--- src/rtl/weighted_round_robin_pkg.sv ---
// Shared defaults and index helpers for the weighted round-robin arbiter.
package weighted_round_robin_pkg;

    localparam int DEF_QUEUE_QUANTITY = 4;
    localparam int DEF_SEL_BITS       = 2;
    localparam int DEF_WEIGHT_BITS    = 3;

    function automatic int unsigned wrap_inc(input int unsigned idx, input int unsigned n);
        return (idx + 1 >= n) ? 0 : idx + 1;
    endfunction

endpackage

--- src/rtl/rr_next_eligible.sv ---
// Combinational circular priority finder: first eligible index at or after start.
module rr_next_eligible
    import weighted_round_robin_pkg::*;
#(
    parameter int QUEUE_QUANTITY = DEF_QUEUE_QUANTITY,
    parameter int SEL_BITS       = DEF_SEL_BITS
) (
    input  logic [QUEUE_QUANTITY-1:0] eligible_i,
    input  logic [SEL_BITS-1:0]       start_i,
    output logic                      found_o,
    output logic [SEL_BITS-1:0]       index_o
);

    always_comb begin
        int   cand;
        logic hit;
        hit     = 1'b0;
        index_o = '0;
        cand    = 0;
        for (int k = 0; k < QUEUE_QUANTITY; k++) begin
            cand = (int'(start_i) + k) % QUEUE_QUANTITY;
            if (!hit && eligible_i[cand[SEL_BITS-1:0]]) begin
                hit     = 1'b1;
                index_o = cand[SEL_BITS-1:0];
            end
        end
        found_o = hit;
    end

endmodule

--- src/rtl/weighted_round_robin.sv ---
// Weighted round-robin arbiter: per-queue burst quanta, empty/disabled skipping,
// downstream backpressure, registered selector/out_enb/one-hot grant.
module weighted_round_robin
    import weighted_round_robin_pkg::*;
#(
    parameter int QUEUE_QUANTITY = DEF_QUEUE_QUANTITY,
    parameter int SEL_BITS       = DEF_SEL_BITS,
    parameter int WEIGHT_BITS    = DEF_WEIGHT_BITS
) (
    input  logic                                clk,
    input  logic                                rst,
    input  logic                                enb,
    input  logic [QUEUE_QUANTITY-1:0]           buf_empty,
    input  logic                                dest_full,
    input  logic [QUEUE_QUANTITY*WEIGHT_BITS-1:0] weights,
    output logic [SEL_BITS-1:0]                 selector,
    output logic                                out_enb,
    output logic [QUEUE_QUANTITY-1:0]           grant
);

    logic [SEL_BITS-1:0]       ptr_q, ptr_d, sel_q, sel_d;
    logic [SEL_BITS-1:0]       start, found_idx, target;
    logic [WEIGHT_BITS-1:0]    cnt_q, cnt_d, base;
    logic [WEIGHT_BITS:0]      next_cnt;
    logic [WEIGHT_BITS-1:0]    weight_arr [QUEUE_QUANTITY];
    logic [QUEUE_QUANTITY-1:0] eligible, grant_q, grant_d;
    logic                      out_enb_q, out_enb_d;
    logic                      found, ptr_elig, any_elig, burst_end;

    always_comb begin
        for (int i = 0; i < QUEUE_QUANTITY; i++) begin
            weight_arr[i] = weights[i*WEIGHT_BITS +: WEIGHT_BITS];
            eligible[i]   = !buf_empty[i] && (weight_arr[i] != '0);
        end
    end

    // The current holder is checked directly; the finder only covers the other queues
    // (its circular search ends back at ptr, which is harmless).
    assign start = SEL_BITS'(wrap_inc(32'(ptr_q), 32'(QUEUE_QUANTITY)));

    rr_next_eligible #(
        .QUEUE_QUANTITY (QUEUE_QUANTITY),
        .SEL_BITS       (SEL_BITS)
    ) u_next (
        .eligible_i (eligible),
        .start_i    (start),
        .found_o    (found),
        .index_o    (found_idx)
    );

    assign ptr_elig  = eligible[ptr_q];
    assign any_elig  = ptr_elig | found;
    assign target    = ptr_elig ? ptr_q : found_idx;
    assign base      = ptr_elig ? cnt_q : '0;
    assign next_cnt  = {1'b0, base} + (WEIGHT_BITS+1)'(1);
    assign burst_end = next_cnt >= {1'b0, weight_arr[target]};

    always_comb begin
        ptr_d     = ptr_q;
        cnt_d     = cnt_q;
        sel_d     = sel_q;
        out_enb_d = 1'b0;
        grant_d   = '0;
        if (enb && !dest_full && any_elig) begin
            out_enb_d = 1'b1;
            sel_d     = target;
            grant_d   = QUEUE_QUANTITY'(1) << target;
            if (burst_end) begin
                ptr_d = SEL_BITS'(wrap_inc(32'(target), 32'(QUEUE_QUANTITY)));
                cnt_d = '0;
            end else begin
                ptr_d = target;
                cnt_d = next_cnt[WEIGHT_BITS-1:0];
            end
        end
    end

    always_ff @(posedge clk or negedge rst) begin
        if (!rst) begin
            ptr_q     <= '0;
            cnt_q     <= '0;
            sel_q     <= '0;
            out_enb_q <= 1'b0;
            grant_q   <= '0;
        end else begin
            ptr_q     <= ptr_d;
            cnt_q     <= cnt_d;
            sel_q     <= sel_d;
            out_enb_q <= out_enb_d;
            grant_q   <= grant_d;
        end
    end

    assign selector = sel_q;
    assign out_enb  = out_enb_q;
    assign grant    = grant_q;

endmodule

--- config.mk ---
export PLATFORM = sky130hd
export DESIGN_NAME = weighted_round_robin
export DESIGN_NICKNAME = d
export VERILOG_FILES = /design/src/rtl/weighted_round_robin_pkg.sv /design/src/rtl/rr_next_eligible.sv /design/src/rtl/weighted_round_robin.sv
export SDC_FILE = /design/constraint.sdc
export NUM_CORES = 1
export LEC_CHECK = 0
export ABC_AREA = 1
export CELL_PAD_IN_SITES_DETAIL_PLACEMENT = 1
export CELL_PAD_IN_SITES_GLOBAL_PLACEMENT = 2
export CORE_MARGIN = 10
export CORE_UTILIZATION = 29
export DETAILED_ROUTE_END_ITERATION = 10
export PLACE_DENSITY = 0.95
export REMOVE_ABC_BUFFERS = 1
export SLEW_MARGIN = 5
export SYNTH_ARGS = -nofsm -noshare
export SYNTH_HDL_FRONTEND = slang
export SYNTH_SLANG_ARGS = --single-unit
--- constraint.sdc ---
create_clock -name clk -period 8.9 [get_ports clk]
set_input_delay 2.225 -clock clk [delete_from_list [all_inputs] [get_ports clk]]
set_output_delay 2.225 -clock clk [all_outputs]
set_load 0.05 [all_outputs]
==> results of run 1 <==
power breakdown:
group / internal, mW / leakage, nW / switching [mW]
clock network: 0.0297 / 0.0216 / 0.0179
registers: 0.0737 / 0.159 / 0.0130
logic: 0.173 / 0.643 / 0.333
total: 0.276 / 0.823 / 0.364
per-stage QoR:
step	hold slack, ns	cells	setup slack [ns]	util	total power [mW]
final	0.477	263	3.86	0.388	0.640
after global placement	0.468	260	3.69	0.378	0.586
after global routing	0.517	263	3.53	0.388	0.719
after CTS	0.483	263	3.79	0.388	0.651
after detailed placement	0.470	260	3.56	0.378	0.599
after floorplan	0.495	184	4.52	-	0.474
sequential cells by signal (all words and copies together), names as in the netlist:
register  flops
cnt_q         3
grant         4
out_enb       1
ptr_q         2
selector      2
final cells by class:
class | count | area share
flip-flops and latches | 12 | 0.192
inverters | 33 | 0.0809
repair buffers | 26 | 0.167
clock buffers | 3 | 0.0264
multi-input cells | 139 | 0.494
well taps | 50 | 0.0400
Yosys cell counts, drive strengths merged:
library cell and count:
nand4 1, or3 1, ha 9, o21ai 8, a21oi 4, dfrtp 12
o211ai 1, or2 1, xnor2 1, nand2 58, nand3 35, nor2 20
buf 1, inv 33
tightest hold or removal path, delay by kind of cell (launching register included):
family / cells / cell delay, ns
flip-flops: 1 / 0.33
AND/OR/NAND/NOR: 1 / 0.06
AO/OA/AOI/OAI: 1 / 0.05
per-layer routing:
metal / vias to the layer above / part of all wire / routed length (um)
met5: - / 0 / 0
met4: 0 / 0.0065 / 21
met3: 2 / 0.046 / 149
met2: 23 / 0.48 / 1550
met1: 555 / 0.47 / 1500
li1: 640 / - / -
worst min-delay path by stage:
stage                            from     endpoint  slack (ns)
after detailed placement  selector[0]  selector[0]        0.47
after CTS                 selector[0]  selector[0]        0.48
after global placement    selector[0]  selector[0]        0.47
final                     selector[0]  selector[0]        0.48
after global routing      selector[1]  selector[1]        0.52
after floorplan              cnt_q[0]     cnt_q[0]        0.49
cell families after synthesis:
logic type / count (synthesis) / synth area share
AOI/OAI and AO/OA: 13 / 0.0629
xor gates and xnor gates: 1 / 0.00722
adders and majority gates: 9 / 0.0928
buffers and inverters: 34 / 0.116
DFF: 12 / 0.247
and+or+nand+nor: 116 / 0.473
==> out/metrics.cfg, run 1 <==
[run_status]
status = finished, final reports clean

[sta]
period_share = 0.567
skew_ns = 0.00488
hold_viol = 0
timing.final.crit_period_ns = 5.04
rsz0062_at_grt = no
drv_slew = 0
setup_viol = 0
max_freq_mhz = 198
worstMarginPinSlew_ns = 0.539
timing.slew.headroom = 0.640
tns_ns = 0

[drt]
drt_iter0_drc = 40
route.detailed.drc = 0
num_vias = 1220
drt_pass1_iterations = 4
ant_nets = 0
via_per_inst = 4.64
avgRoutedWirePerCell_um = 12.2
wl_um = 3220

[clock_tree]
ctsHoldBuffers = 0
ctsResizeCount = 0
insertion_delay_ns = 0.24
cts.clk_slew.worst_paths_ns = 0.05
cts.sinks = 12
cts_tree = yes
cts_made_buffers = 3
htree_levels = 1
cts_setup_buffers = 0
clockRootBuffer = clkbuf_8
cts.path.max_buffers = 2

[setup_path]
startpoint = weights[10]
r2r_cells = 21
crit_slowest_cell = clkdlybuf4s50_1
path_depth = 20
worstSetupPathType = input port to register
worst-endpoint-required_ns = 9.07
path_delay_family = simple AND/OR/NAND/NOR gates
cp-start-kind = input port
r2r-start = ptr_q[0]
worst-path-buf-inv = 2
worstSetupEndpointType = register
r2r_slack_ns = 5.37
crit_path_end = cnt_q[0]
crit_path_max_incr_delay_ns = 0.42
critPathArrivalTime_ns = 5.21
path_cells = clkdlybuf4s50_1 -> nor2_1 -> nand2_1 -> a21oi_1 -> o21ai_0 -> nand2_1 -> inv_1 -> nand2_1 -> nand2_4 -> nand2_1 -> nand3_1 -> nand2_1 -> ha_1 -> o21ai_0 -> nand2_1 -> a21oi_1 -> nand2_1 -> nor2_2 -> o21ai_0 -> o21ai_1
critPathMostFrequentCell = nand2_1
reg2reg_to = cnt_q[0]
cp_max_fo = 10

[synthesis]
yosys_warnings = 0
syn_area_um2 = 1210
synth_cell_type_count = 24
synth_top_cell_area_share = 0.247
ys_seq_area_frac = 0.247
postSynthCellCount = 185
synth_area_leaders = dfrtp_1 25%, nand2_1 16%, nand3_1 12%, ha_1 9.3%, inv_1 9.3%
ys_ff_latch = 12
avgSynthCellArea_um2 = 6.56
yosysTopAreaCell = dfrtp_1

[finish]
drive_gt1_frac = 0.117
num_antenna_cells = 0
layout.nets = 244
layout_common_cells = 51 x nand2_1, 30 x inv_1, 28 x nand3_1, 26 x clkdlybuf4s50_1, 18 x nor2_1
seqCellArea_um2 = 300
final_common_cell = nand2_1
multi_input_area_um2 = 772
areaGrowthSynthToFinish_pct = 28.8
final.fill_count = 526
fin_area_um2 = 1560

[placement]
place.port_buffers = 26
place_area_um2 = 1520
place.gp.congestion = 0.841
hpwl_um = 2790

[global_routing]
overflow = 0
grtUsageMet2 = 0.156
busiest_layer = met2
grt_max_degree = 13
grt_first_pass_wirelength_um = 5610
use_met1 = 0.104
grt_util_all_layers = 0.0903
use_met3 = 0.0203
antenna_found_initial = 0
grt_pass1_vias = 1311

[floorplan]
core_area_um2 = 4030
start_util = 0.301
ios = 27
fp.dieW_um = 84.7
rows = 23
dieArea_um2 = 7170
die_y_um = 84.7

[worst_hold_path]
holdPathStages = 2
hp-class = register to register

[power]
ir_worst_vdd_v = 0.000116
cellLeakagePower_nw = 0.823
p_per_area_nw_per_um2 = 409

[job]
maxCapViolations = 0

(Power assumes the default switching activity.)
==> run 2, diff against run 1 <==
--- a/config.mk
+++ b/config.mk
@@ -9,9 +9,9 @@
 export CELL_PAD_IN_SITES_DETAIL_PLACEMENT = 1
 export CELL_PAD_IN_SITES_GLOBAL_PLACEMENT = 2
 export CORE_MARGIN = 10
-export CORE_UTILIZATION = 29
+export CORE_UTILIZATION = 27
 export DETAILED_ROUTE_END_ITERATION = 10
-export PLACE_DENSITY = 0.95
+export PLACE_DENSITY = 0.91
 export REMOVE_ABC_BUFFERS = 1
 export SLEW_MARGIN = 5
 export SYNTH_ARGS = -nofsm -noshare
==> constraint.sdc (replaced) <==
create_clock -name clk -period 5.1 [get_ports clk]
set_input_delay 1.275 -clock clk [delete_from_list [all_inputs] [get_ports clk]]
set_output_delay 1.275 -clock clk [all_outputs]
set_load 0.05 [all_outputs]
==> run 2 against run 1 <==
Highest routed layer unchanged. First-iteration DRC count is 7.5% lower. Clock skew shrank 0.0033 ns. Register-to-register slack lost 3.7 ns. Via count hardly changed. Critical endpoint unchanged. Critical path type unchanged.
==> out/metrics.cfg, run 2 (synthesized netlist as in run 1, its figures left out) <==
[run_status]
status = finished, final reports clean

[sta]
max_freq_mhz = 249
worstMarginPinSlew_ns = 0.553  ; +0.0141 ns
setup_ws_ns = 1.09  ; -2.77 ns
hold_viol = 0  ; unchanged
drv_slew = 0  ; unchanged
tns_ns = 0  ; unchanged
timing.final.crit_period_ns = 4.01
setup_viol = 0  ; unchanged
period_share = 0.787
rsz0062_at_grt = no
fin_hold_ws_ns = 0.482  ; +0.00498 ns
skew_ns = 0.00154  ; -0.00334 ns
timing.slew.headroom = 0.630  ; -0.00943

[drt]
route.top_layer_used = met4
route.detailed.drc = 0  ; unchanged
avgRoutedWirePerCell_um = 13.0  ; +6.1%
ant_nets = 0  ; unchanged
wl_met3_um = 172  ; +15%
wl_met1_um = 1640  ; +8.7%
via_per_inst = 4.60  ; -0.84%
drt_iter0_drc = 37  ; -7.5%
wl_um = 3450  ; +7.0%
drt_pass1_iterations = 4  ; unchanged
num_vias = 1219  ; -0.082%
routed-wl-met2_um = 1580  ; +2.5%

[floorplan]
ios = 27  ; unchanged
fp.dieW_um = 87.0  ; +2.8%
start_util = 0.279  ; -0.0225
die_y_um = 87.0  ; +2.8%
rows = 24  ; +4.3%
dieArea_um2 = 7580  ; +5.6%
core_area_um2 = 4350  ; +8.1%

[power]
pwr-share-comb = 0.787  ; -0.003
ir_worst_vdd_v = 0.000215  ; +86%
p_per_area_nw_per_um2 = 718  ; +75%
seq_power_share = 0.136  ; about the same
cellLeakagePower_nw = 0.823  ; unchanged
p_clk_frac = 0.076  ; +0.002
p_sw_frac = 0.572  ; +0.00329
internal-power_mw = 0.481  ; +74%
p_total_mw = 1.12  ; +76%
switchingPower_mw = 0.642  ; +77%

[finish]
final_cells = 265  ; +0.76%
layout.nets = 244  ; unchanged
postLayoutCoreUtil = 0.359  ; -0.0284
layout_common_cells = 51 x nand2_1, 30 x inv_1, 28 x nand3_1, 26 x clkdlybuf4s50_1, 18 x nor2_1
areaGrowthSynthToFinish_pct = 29.0
drive_gt1_frac = 0.117  ; unchanged
largest_reg_flops = 4  ; unchanged
final_common_cell = nand2_1
fin_area_um2 = 1570  ; +0.16%
num_antenna_cells = 0  ; unchanged

[global_routing]
grt_util_all_layers = 0.0945  ; +0.00428
antenna_found_initial = 0  ; unchanged
overflow = 0  ; unchanged
grt_max_degree = 13  ; unchanged
grt_first_pass_wirelength_um = 5930  ; +5.8%
grt_pass1_vias = 1316  ; +0.38%

[clock_tree]
cts.sinks = 12  ; unchanged
ctsHoldBuffers = 0  ; unchanged
clockRootBuffer = clkbuf_8
cts.clk_slew.worst_paths_ns = 0.05  ; about the same
htree_levels = 1  ; unchanged
cts_setup_buffers = 0  ; unchanged
cts_tree = yes
cts.path.max_buffers = 2  ; unchanged
insertion_delay_ns = 0.24  ; about the same
cts_made_buffers = 3  ; unchanged
ctsResizeCount = 0  ; unchanged

[job]
maxCapViolations = 0  ; unchanged

[placement]
post-place-ws_ns = 0.816  ; -2.74 ns
hpwl_um = 2900  ; +3.8%
place_area_um2 = 1520  ; +0.16%
place.gp.congestion = 0.771  ; -8.3%
place.port_buffers = 26  ; unchanged
dpl.cell_count = 262  ; +0.77%

[setup_path]
cp-start-kind = input port
worstSetupPathType = input port to register
critPathArrivalTime_ns = 4.18  ; -1.03 ns
cp_max_fo = 7  ; -3
worstSetupEndpointType = register
worst-endpoint-required_ns = 5.26  ; -3.81 ns

[worst_hold_path]
hp-class = register to register

==> run 2: cell counts in the layout (fill, tap and decap cells not counted) <==
Identical to the previous run, type by type.
==> run 2: area by class of cell <==
class                           count  area (um2)
Timing Repair Buffer               26         260
Fill cell                         556        2790
Clock buffer                        3        41.3
Tap cell                           52        65.1
Sequential cell                    12         300
Multi-Input combinational cell    139         772
Inverter                           33         126
==> run 2: routing by layer <==
| layer | up-vias | global-route usage |
|---|---|---|
| met5 | - | 0 |
| met4 | 0 | 0.0412 |
| met3 | 6 | 0.0197 |
| met2 | 25 | 0.154 |
| met1 | 545 | 0.116 |
| li1 | 643 | - |
==> run 2: critical path, stage by stage <==
cell and delay, ns:
clkdlybuf4s50_1 0.42, nor2_1 0.11, nand2_1 0.11, a21oi_1 0.20
o21ai_0 0.11, nand2_1 0.21, inv_1 0.09, nor2_1 0.11
nand2_1 0.07, nand2_2 0.15, inv_2 0.10, nand3_1 0.09
nand2_1 0.06, ha_1 0.26, o21ai_0 0.15, nand2_1 0.06
a21oi_1 0.12, nand2_1 0.10, nor2_2 0.19, o21ai_0 0.11
o21ai_1 0.09
==> run 2: final timing paths <==
path / start / to / slack, ns / cells past startpoint
max: weights[10] / cnt_q[0] / 1.09 / 21
min: selector[0] / selector[0] / 0.48 / 2
max reg2reg: ptr_q[0] / cnt_q[0] / 1.64 / 21
min reg2reg: selector[0] / selector[0] / 0.48 / 2
max in group asynchronous: rst / selector[0] / 3.34 / 1
min in group asynchronous: rst / selector[1] / 1.40 / 1
==> run 2: power by group through the flow <==
stage          combinational, mW  clock [mW]  sequential, mW
3_5_place_dp               0.898           0           0.154
2_1_floorplan              0.617           0           0.211
3_3_place_gp               0.881           0           0.152
4_1_cts                    0.900      0.0895           0.153
6_report                   0.884      0.0855           0.153
5_1_grt                     1.02      0.0908           0.156
==> run 3, diff against run 2 <==
==> constraint.sdc (replaced) <==
create_clock -name clk -period 3.7 [get_ports clk]
set_input_delay 0.925 -clock clk [delete_from_list [all_inputs] [get_ports clk]]
set_output_delay 0.925 -clock clk [all_outputs]
set_load 0.05 [all_outputs]
==> run 3 against run 2 <==
Hold slack is essentially flat. Sequential cell count unchanged. Critical endpoint is now ptr_q[0]. Wire length fell by 0.87%. Register-to-register slack got worse by 1.3 ns. Worst setup slack worse by 0.82 ns. Non-clock buffer count grew 17. Highest routed layer unchanged. Sequential share of layout area is 2.4 points lower.
==> out/metrics.cfg, run 3 (synthesized netlist as in run 1, its figures left out) <==
[run_status]
status = finished, final reports clean

[global_routing]
grt_pass1_vias = 1373  ; +4.3%
grt_util_all_layers = 0.0927  ; -0.00185
antenna_found_initial = 0  ; unchanged
grt_first_pass_wirelength_um = 5890  ; -0.71%
grt_max_degree = 13  ; unchanged
overflow = 0  ; unchanged

[sta]
setup_viol = 0  ; unchanged
skew_ns = 0.00181  ; +0.000272 ns
drv_slew = 0  ; unchanged
setup_ws_ns = 0.267  ; -0.820 ns
max_freq_mhz = 291
period_share = 0.928
timing.slew.headroom = 0.650  ; +0.0200
timing.final.crit_period_ns = 3.43
hold_viol = 0  ; unchanged
worstMarginPinSlew_ns = 0.523  ; -0.0299 ns

[drt]
drt_iter0_drc = 21  ; -43%
num_vias = 1318  ; +8.1%
via_per_inst = 4.66  ; +1.2%
avgRoutedWirePerCell_um = 12.1  ; -7.2%
ant_nets = 0  ; unchanged
route.detailed.drc = 0  ; unchanged
drt_pass1_iterations = 4  ; unchanged
wl_um = 3420  ; -0.87%

[setup_path]
r2r_slack_ns = 0.37  ; -1.27 ns
worstSetupPathType = input port to register
r2r-start = ptr_q[0]
r2r_cells = 22  ; +4.8%
reg2reg_to = ptr_q[0]
critPathArrivalTime_ns = 3.56  ; -0.62 ns
cp-start-kind = input port
worst-endpoint-required_ns = 3.83  ; -1.43 ns
startpoint = weights[1]
worstSetupEndpointType = register
cp_max_fo = 7  ; unchanged

[placement]
hpwl_um = 2890  ; about the same
post-place-ws_ns = -0.224  ; -1.04 ns
place.gp.congestion = 0.845  ; +9.7%
place.port_buffers = 26  ; unchanged
dpl.cell_count = 274  ; +4.6%

[finish]
layout_common_cells = 44 x nand2_1, 30 x inv_1, 24 x clkdlybuf4s50_1, 21 x nand3_1
final_common_cell = nand2_1
drive_gt1_frac = 0.255  ; +0.138
layout.nets = 261  ; +7.0%
largest_reg_flops = 4  ; unchanged
areaGrowthSynthToFinish_pct = 47.5
final_cells = 283  ; +6.8%
num_antenna_cells = 0  ; unchanged

[floorplan]
rows = 24  ; unchanged
ios = 27  ; unchanged
core_area_um2 = 4350  ; unchanged
start_util = 0.279  ; unchanged
die_y_um = 87.0  ; unchanged
dieArea_um2 = 7580  ; unchanged
fp.dieW_um = 87.0  ; unchanged

[clock_tree]
cts_tree = yes
cts.path.max_buffers = 2  ; unchanged
cts.clk_slew.worst_paths_ns = 0.05  ; about the same
insertion_delay_ns = 0.24  ; about the same
cts_made_buffers = 3  ; unchanged
cts.sinks = 12  ; unchanged
clockRootBuffer = clkbuf_8
htree_levels = 1  ; unchanged

[worst_hold_path]
holdPathStages = 2  ; unchanged
hp-start = selector[0]
hold_end = selector[0]
hp-class = register to register

[power]
ir_worst_vdd_v = 0.000234  ; +8.8%
p_per_area_nw_per_um2 = 1000  ; +40%
cellLeakagePower_nw = 0.947  ; +15%

[job]
maxCapViolations = 0  ; unchanged

[run 3: area by class of cell]
cell class              instances  area, um2
inverters                      33        126
multi-input cells             139        851
well taps                      52       65.1
fillers                       564       2560
repair buffers                 43        393
clock buffers                   4       55.1
flip-flops and latches         12        300
[run 3: how the worst max path moves through the flow]
stage | cells after the start | endpoint | slack, ns
floorplan | 20 | cnt_q[0] | 0.62
global placement | 22 | cnt_q[0] | -0.14
detailed placement | 22 | cnt_q[0] | -0.22
CTS | 22 | cnt_q[0] | 0.008
global route | 21 | cnt_q[0] | -0.008
finish | 23 | ptr_q[0] | 0.27
[run 3: where the power goes]
group / internal (mW) / leakage, nW / total (mW) / switching [mW]
sequential: 0.177 / 0.159 / 0.209 / 0.0315
clock: 0.0940 / 0.0288 / 0.143 / 0.0485
combinational: 0.569 / 0.759 / 1.44 / 0.873
total: 0.840 / 0.947 / 1.79 / 0.954
[run 3: metrics by stage]
step,area [um2],power [mW],setup TNS (ns),hold slack [ns],util
floorplan,1200,1.14,0,0.495,-
global placement,1610,1.48,-0.606,0.464,0.371
detailed placement,1610,1.50,-0.996,0.476,0.371
CTS,1670,1.65,0,0.489,0.383
global route,1790,2.01,-0.00830,0.526,0.411
finish,1790,1.79,0,0.482,0.411
[run 3: timing repair]
item,CTS,global route
endpoints found under the setup margin,0,5
hold buffers,0,0
gates resized for setup,0,23
buffers inserted,0,5
endpoints found under the hold margin,0,0
[run 3: layer usage]
metal	GRT usage	up-vias	part of all wire
met2	0.159	30	0.47
li1	-	673	-
met3	0.0243	8	0.059
met1	0.108	607	0.44
met4	0.0324	0	0.025
met5	0	-	0
[run 3: critical path, stage by stage]
cell	delay, ns
clkdlybuf4s50_1	0.48
nor2_1	0.06
nand2_2	0.12
nand3_2	0.11
nand2_2	0.09
nand2_2	0.06
nand2_2	0.08
nand4_1	0.13
nand2_2	0.13
nand3_4	0.10
nand2_4	0.12
nand2_1	0.07
nand3_1	0.06
nand2_1	0.06
ha_1	0.29
o21ai_2	0.12
nand2_1	0.06
a21oi_1	0.12
nand2_1	0.12
nand3_2	0.10
nor2_1	0.04
nand2_1	0.05
nand3_1	0.06
==> RTL change 1, RTL diff (config.mk and constraints of run 2) <==
The package constant `DEF_SEL_BITS` goes from 2 to 1.
--- a/src/rtl/weighted_round_robin_pkg.sv
+++ b/src/rtl/weighted_round_robin_pkg.sv
@@ -2,7 +2,7 @@
 package weighted_round_robin_pkg;
 
     localparam int DEF_QUEUE_QUANTITY = 4;
-    localparam int DEF_SEL_BITS       = 2;
+    localparam int DEF_SEL_BITS       = 1;
     localparam int DEF_WEIGHT_BITS    = 3;
 
     function automatic int unsigned wrap_inc(input int unsigned idx, input int unsigned n);
Interface: changed (resized selector); port bits go from 27 to 26. The function was not compared with the original's and may differ.
==> RTL change 1 against run 2 <==
- sequential cell count decreased by 4
- maximum frequency rose by 21%
- global-route usage down 2.9 points
- wire length down 61%
- total power is 76% lower
- final area is 47% lower
- synthesized cell count is 57% lower
- area after synthesis down 48%
- die area fell by 39%
- largest power group unchanged
- clock skew is 1.3 ps higher
- worst setup slack improved by 690 ps
- core utilization rose by 1.3 points
- clock power decreased by 46%
==> RTL change 1: results (changes against run 2) <==
* GRT Util Overall: 6.60% (was 9.45%)
* Part of the total power dissipated in sequential elements: 33.2% (was 13.6%)
* Cell area after placement: 802 µm² (was 0.00152 mm²)
* Via count of the first global-routing pass: 581 (was 1316)
* Number of optimization iterations in the first detailed-route pass: 2 (was 4)
- The combinational group power is 137 µW (was 884 µW).
- The data arrival at the endpoint of the critical path is 3460 ps (was 4180 ps).
- Worst ir drop on vdd: 0.144 mV (was 0.215 mV)
* Launch point of the worst path: weights[1] (was weights[10])
* Fraction of registers with async set or reset after synthesis: 100% (unchanged)
* Total Nets Final: 122 (was 244)
* Worst setup timing slack at the placement stage: 1470 ps (was 816 ps)
* Port bufs: 15 (was 26)
* Cell with the largest stage delay on the worst path: sky130_fd_sc_hd__clkdlybuf4s50_1 (unchanged)
* Launch point of the worst hold path: selector$_DFFE_PN0P_ (was selector[0]$_DFFE_PN0P_)
* Maximum fanout along the worst path: 4 (was 7)
- The maximum buffer depth of the clock tree came to 2 (unchanged).
* Reg-to-Reg Start: ptr_q$_DFFE_PN0P_ (was ptr_q[0]$_DFFE_PN0P_)
* Number of setup buffers added after CTS: 0 (unchanged)
- The number of buffers added by the clock tree synthesis step is 3 (unchanged).
- Routability cong.: 0.804 (was 0.771)
- Post-synth top cells: sky130_fd_sc_hd__nand2_1, sky130_fd_sc_hd__inv_1, sky130_fd_sc_hd__dfrtp_1, sky130_fd_sc_hd__nand2_2 (was sky130_fd_sc_hd__nand2_1, sky130_fd_sc_hd__inv_1, sky130_fd_sc_hd__nand3_1, sky130_fd_sc_hd__nor2_1, sky130_fd_sc_hd__dfrtp_1).
- The most common flop cell mapped by yosys is sky130_fd_sc_hd__dfrtp_1 (unchanged).
- Largest register FFs: 3 (was 4)
* Routed WL per cell: 10.9 µm (was 13.0 µm)
- Clock root buffer: sky130_fd_sc_hd__clkbuf_4 (was sky130_fd_sc_hd__clkbuf_8)
- The number of unique standard cell types used by synthesis is 21 (was 24).
- Run status: finished, final reports clean (unchanged).
* Share of synthesized area occupied by flip-flops and latches: 31.9% (was 24.7%)
- Cells resized by post-CTS repair: 0 (unchanged)
* Share of layout cells above drive strength 1: 29.2% (was 11.7%)
- Clock skew: 2.86 ps (was 1.54 ps)
- Clock latency on the worst-skew pair: 250 ps
- The pin count of the biggest net entering global routing came to 9 (was 13).
- Proportion of total power due to net switching: 42.2% (was 57.2%)
- Global-route wire length before repair: 2440 µm (was 5930 µm)
* Dominant cells by area after synthesis: sky130_fd_sc_hd__dfrtp_1, sky130_fd_sc_hd__nand2_1, sky130_fd_sc_hd__ha_1 (was sky130_fd_sc_hd__dfrtp_1, sky130_fd_sc_hd__nand2_1, sky130_fd_sc_hd__nand3_1)
- Pleak: 0.414 nW (was 0.823 nW)
- The power after layout is 274 µW (was 1.12 mW).
- The per-cell via count in the routed design came to 4.27 (was 4.60).
- Placed wire-length estimate after detailed placement: 1230 µm (was 2900 µm)
- The number of DRC violations after detailed-routing iteration 0 came to 24 (was 37).
RTL change 1: changes by cell type after synthesis, moves of 4 or more:
cell	run 2	this run
sky130_fd_sc_hd__nand2_1	51	18
sky130_fd_sc_hd__nand3_1	28	3
sky130_fd_sc_hd__inv_1	30	10
sky130_fd_sc_hd__nor2_1	18	3
sky130_fd_sc_hd__ha_1	9	4
sky130_fd_sc_hd__dfrtp_1	12	8
RTL change 1: area by class of cell:
class	instances	area, µm²
Sequential cell	8	200
Tap cell	28	35.0
Inverter	16	65.1
Clock buffer	3	22.5
Timing Repair Buffer	15	150
Fill cell	289	1390
Multi-Input combinational cell	54	352
RTL change 1: worst paths after layout:
check	slack (ps)	cells past startpoint	end
setup / recovery	1780	15	ptr_q$_DFFE_PN0P_
hold / removal	510	2	selector$_DFFE_PN0P_
setup reg to reg	2930	13	ptr_q$_DFFE_PN0P_
hold reg to reg	510	2	selector$_DFFE_PN0P_
max in group asynchronous	3530	1	out_enb$_DFF_PN0_
min in group asynchronous	1310	1	selector$_DFFE_PN0P_
RTL change 1: layer usage:
layer | GRT usage, % | vias to the layer above | share of wire, %
li1 | - | 271 | -
met1 | 7.74 | 245 | 45
met2 | 11.4 | 13 | 49
met3 | 1.14 | 0 | 5.8
met4 | 3.02 | 0 | 0
met5 | 0 | - | 0
RTL change 1: cell families after synthesis:
family,after synthesis,share of synthesized area [%]
compound gates,7,7.37
fa+ha+maj,4,7.97
buf+inv,18,12.7
flops,8,31.9
other cells,1,0.597
simple gates,41,39.4
RTL change 1: stage by stage:
step,hold slack (ps),utilization (%),cells
3_5_place_dp,498,36.3,121
2_1_floorplan,478,-,78
6_report,510,37.3,124
3_3_place_gp,481,36.3,121
4_1_cts,512,37.3,124
5_1_grt,576,37.3,124
==> RTL change 2, RTL diff (settings of run 2) <==
Without the edit above. Make the reset (`rst`) synchronous in one clocked block.
--- a/src/rtl/weighted_round_robin.sv
+++ b/src/rtl/weighted_round_robin.sv
@@ -75,7 +75,7 @@
         end
     end
 
-    always_ff @(posedge clk or negedge rst) begin
+    always_ff @(posedge clk) begin
         if (!rst) begin
             ptr_q     <= '0;
             cnt_q     <= '0;
Function: differs if rst is asserted again (counterexample within 4 cycles, from zero or initial values and one cycle with rst low); with rst held inactive, the same outputs for 4 cycles.
==> RTL change 2 against run 2 <==
- clock power rose by 17%
- critical path depth rose by 3
- final area fell by 7.4%
- total power fell by 18%
- via count fell by 3.3%
- worst setup slack got worse by 91 ps
- wire length fell by 11%
- area after synthesis fell by 11%
- sequential cell count did not move
- combinational power fell by 22%
- register-to-register slack improved by 110 ps
- largest power group unchanged
==> RTL change 2: results (changes against run 2) <==
- Maximum number of pins on one net before global-route repair: 12 (was 13)
- The detailed placer's ending HPWL is 2710 µm (was 2900 µm).
* Top FF cell, synth: sky130_fd_sc_hd__dfxtp_1 (was sky130_fd_sc_hd__dfrtp_1)
- Routability cong.: 0.777 (was 0.771)
* Relative slew slack: 66.4% (was 63.0%)
- The wire length per cell came to 12.0 µm (was 13.0 µm).
- Total Nets Final: 234 (was 244)
- Via count of the first global-routing pass: 1292 (was 1316)
- Number of cells traversed by the worst register-to-register path: 22 (was 21)
- Run status: finished, final reports clean (unchanged)
* Total internal power: 418 µW (was 481 µW)
* Critical Path AT: 4220 ps (was 4180 ps)
* Global-route wire length before repair: 5710 µm (was 5930 µm)
* Reg-to-Reg Start: ptr_q[0]$_SDFFE_PN0P_ (was ptr_q[0]$_DFFE_PN0P_)
* Maximum fanout along the worst path: 11 (was 7)
- The maximum ir drop on the vdd rail is 0.258 mV (was 0.215 mV).
- Routed Wire Length: 3070 µm (was 3450 µm)
- The placed cell area came to 0.00139 mm² (was 0.00152 mm²).
- Placed Instances: 252 (was 262)
- Clock skew: 3.21 ps (was 1.54 ps)
- The first element of the critical path is weights[4] (was weights[10]).
* Synthesized area divided by synthesized cell count: 6.06 µm² (was 6.56 µm²)
- The met1 capacity usage during global routing is 11.1% (was 11.6%).
- The number of DRC violations after detailed-routing iteration 0 came to 26 (was 37).
* Global-route met3 utilization: 1.86% (was 1.97%)
- Yosys cell types: 25 (was 24)
==> RTL change 2: cell types whose count changed in the layout (fill, tap and decap cells not counted), moves of 2 or more <==
cell,run 2,this run
sky130_fd_sc_hd__dfrtp_1,12,0
sky130_fd_sc_hd__dfxtp_1,0,12
sky130_fd_sc_hd__ha_1,9,5
sky130_fd_sc_hd__inv_1,30,28
sky130_fd_sc_hd__nand3_1,28,36
sky130_fd_sc_hd__nand3_2,6,3
sky130_fd_sc_hd__nand3b_1,0,2
sky130_fd_sc_hd__nand4_2,0,2
sky130_fd_sc_hd__nor2_1,18,14
sky130_fd_sc_hd__o21ai_1,4,1
==> RTL change 2: logic make-up after synthesis <==
family                   share of synthesized area, %
flip-flops                                       22.1
AO/OA/AOI/OAI                                    6.69
AND/OR/NAND/NOR                                  52.8
adder cells (fa/ha/maj)                          5.77
XOR/XNOR                                        0.808
buffers and inverters                            11.8
==> RTL change 2: critical path: cells and delay by family <==
kind / cells / cell delay (ps)
AOI/OAI and AO/OA: 3 / 460
and+or+nand+nor: 18 / 1720
buffers and inverters: 2 / 510
adders and majority gates: 1 / 260
==> RTL change 2: metrics by stage <==
step	hold WS [ps]	setup slack [ps]	power [mW]
2_1_floorplan	448	1610	0.675
3_3_place_gp	450	843	0.821
3_5_place_dp	462	771	0.831
4_1_cts	469	999	0.937
5_1_grt	487	587	1.05
6_report	464	997	0.923
==> RTL change 2: final cells by class <==
cell class	count	area, µm²
well taps	48	60.1
clock buffers	4	55.1
repair buffers	26	260
flip-flops and latches	12	240
inverters	31	116
multi-input cells	135	717
fillers	512	2320
==> RTL change 2: metal layers <==
metal,up-vias,share of wire [%]
met5,-,0
li1,631,-
met4,0,0.68
met3,2,2.3
met1,534,48
met2,12,48
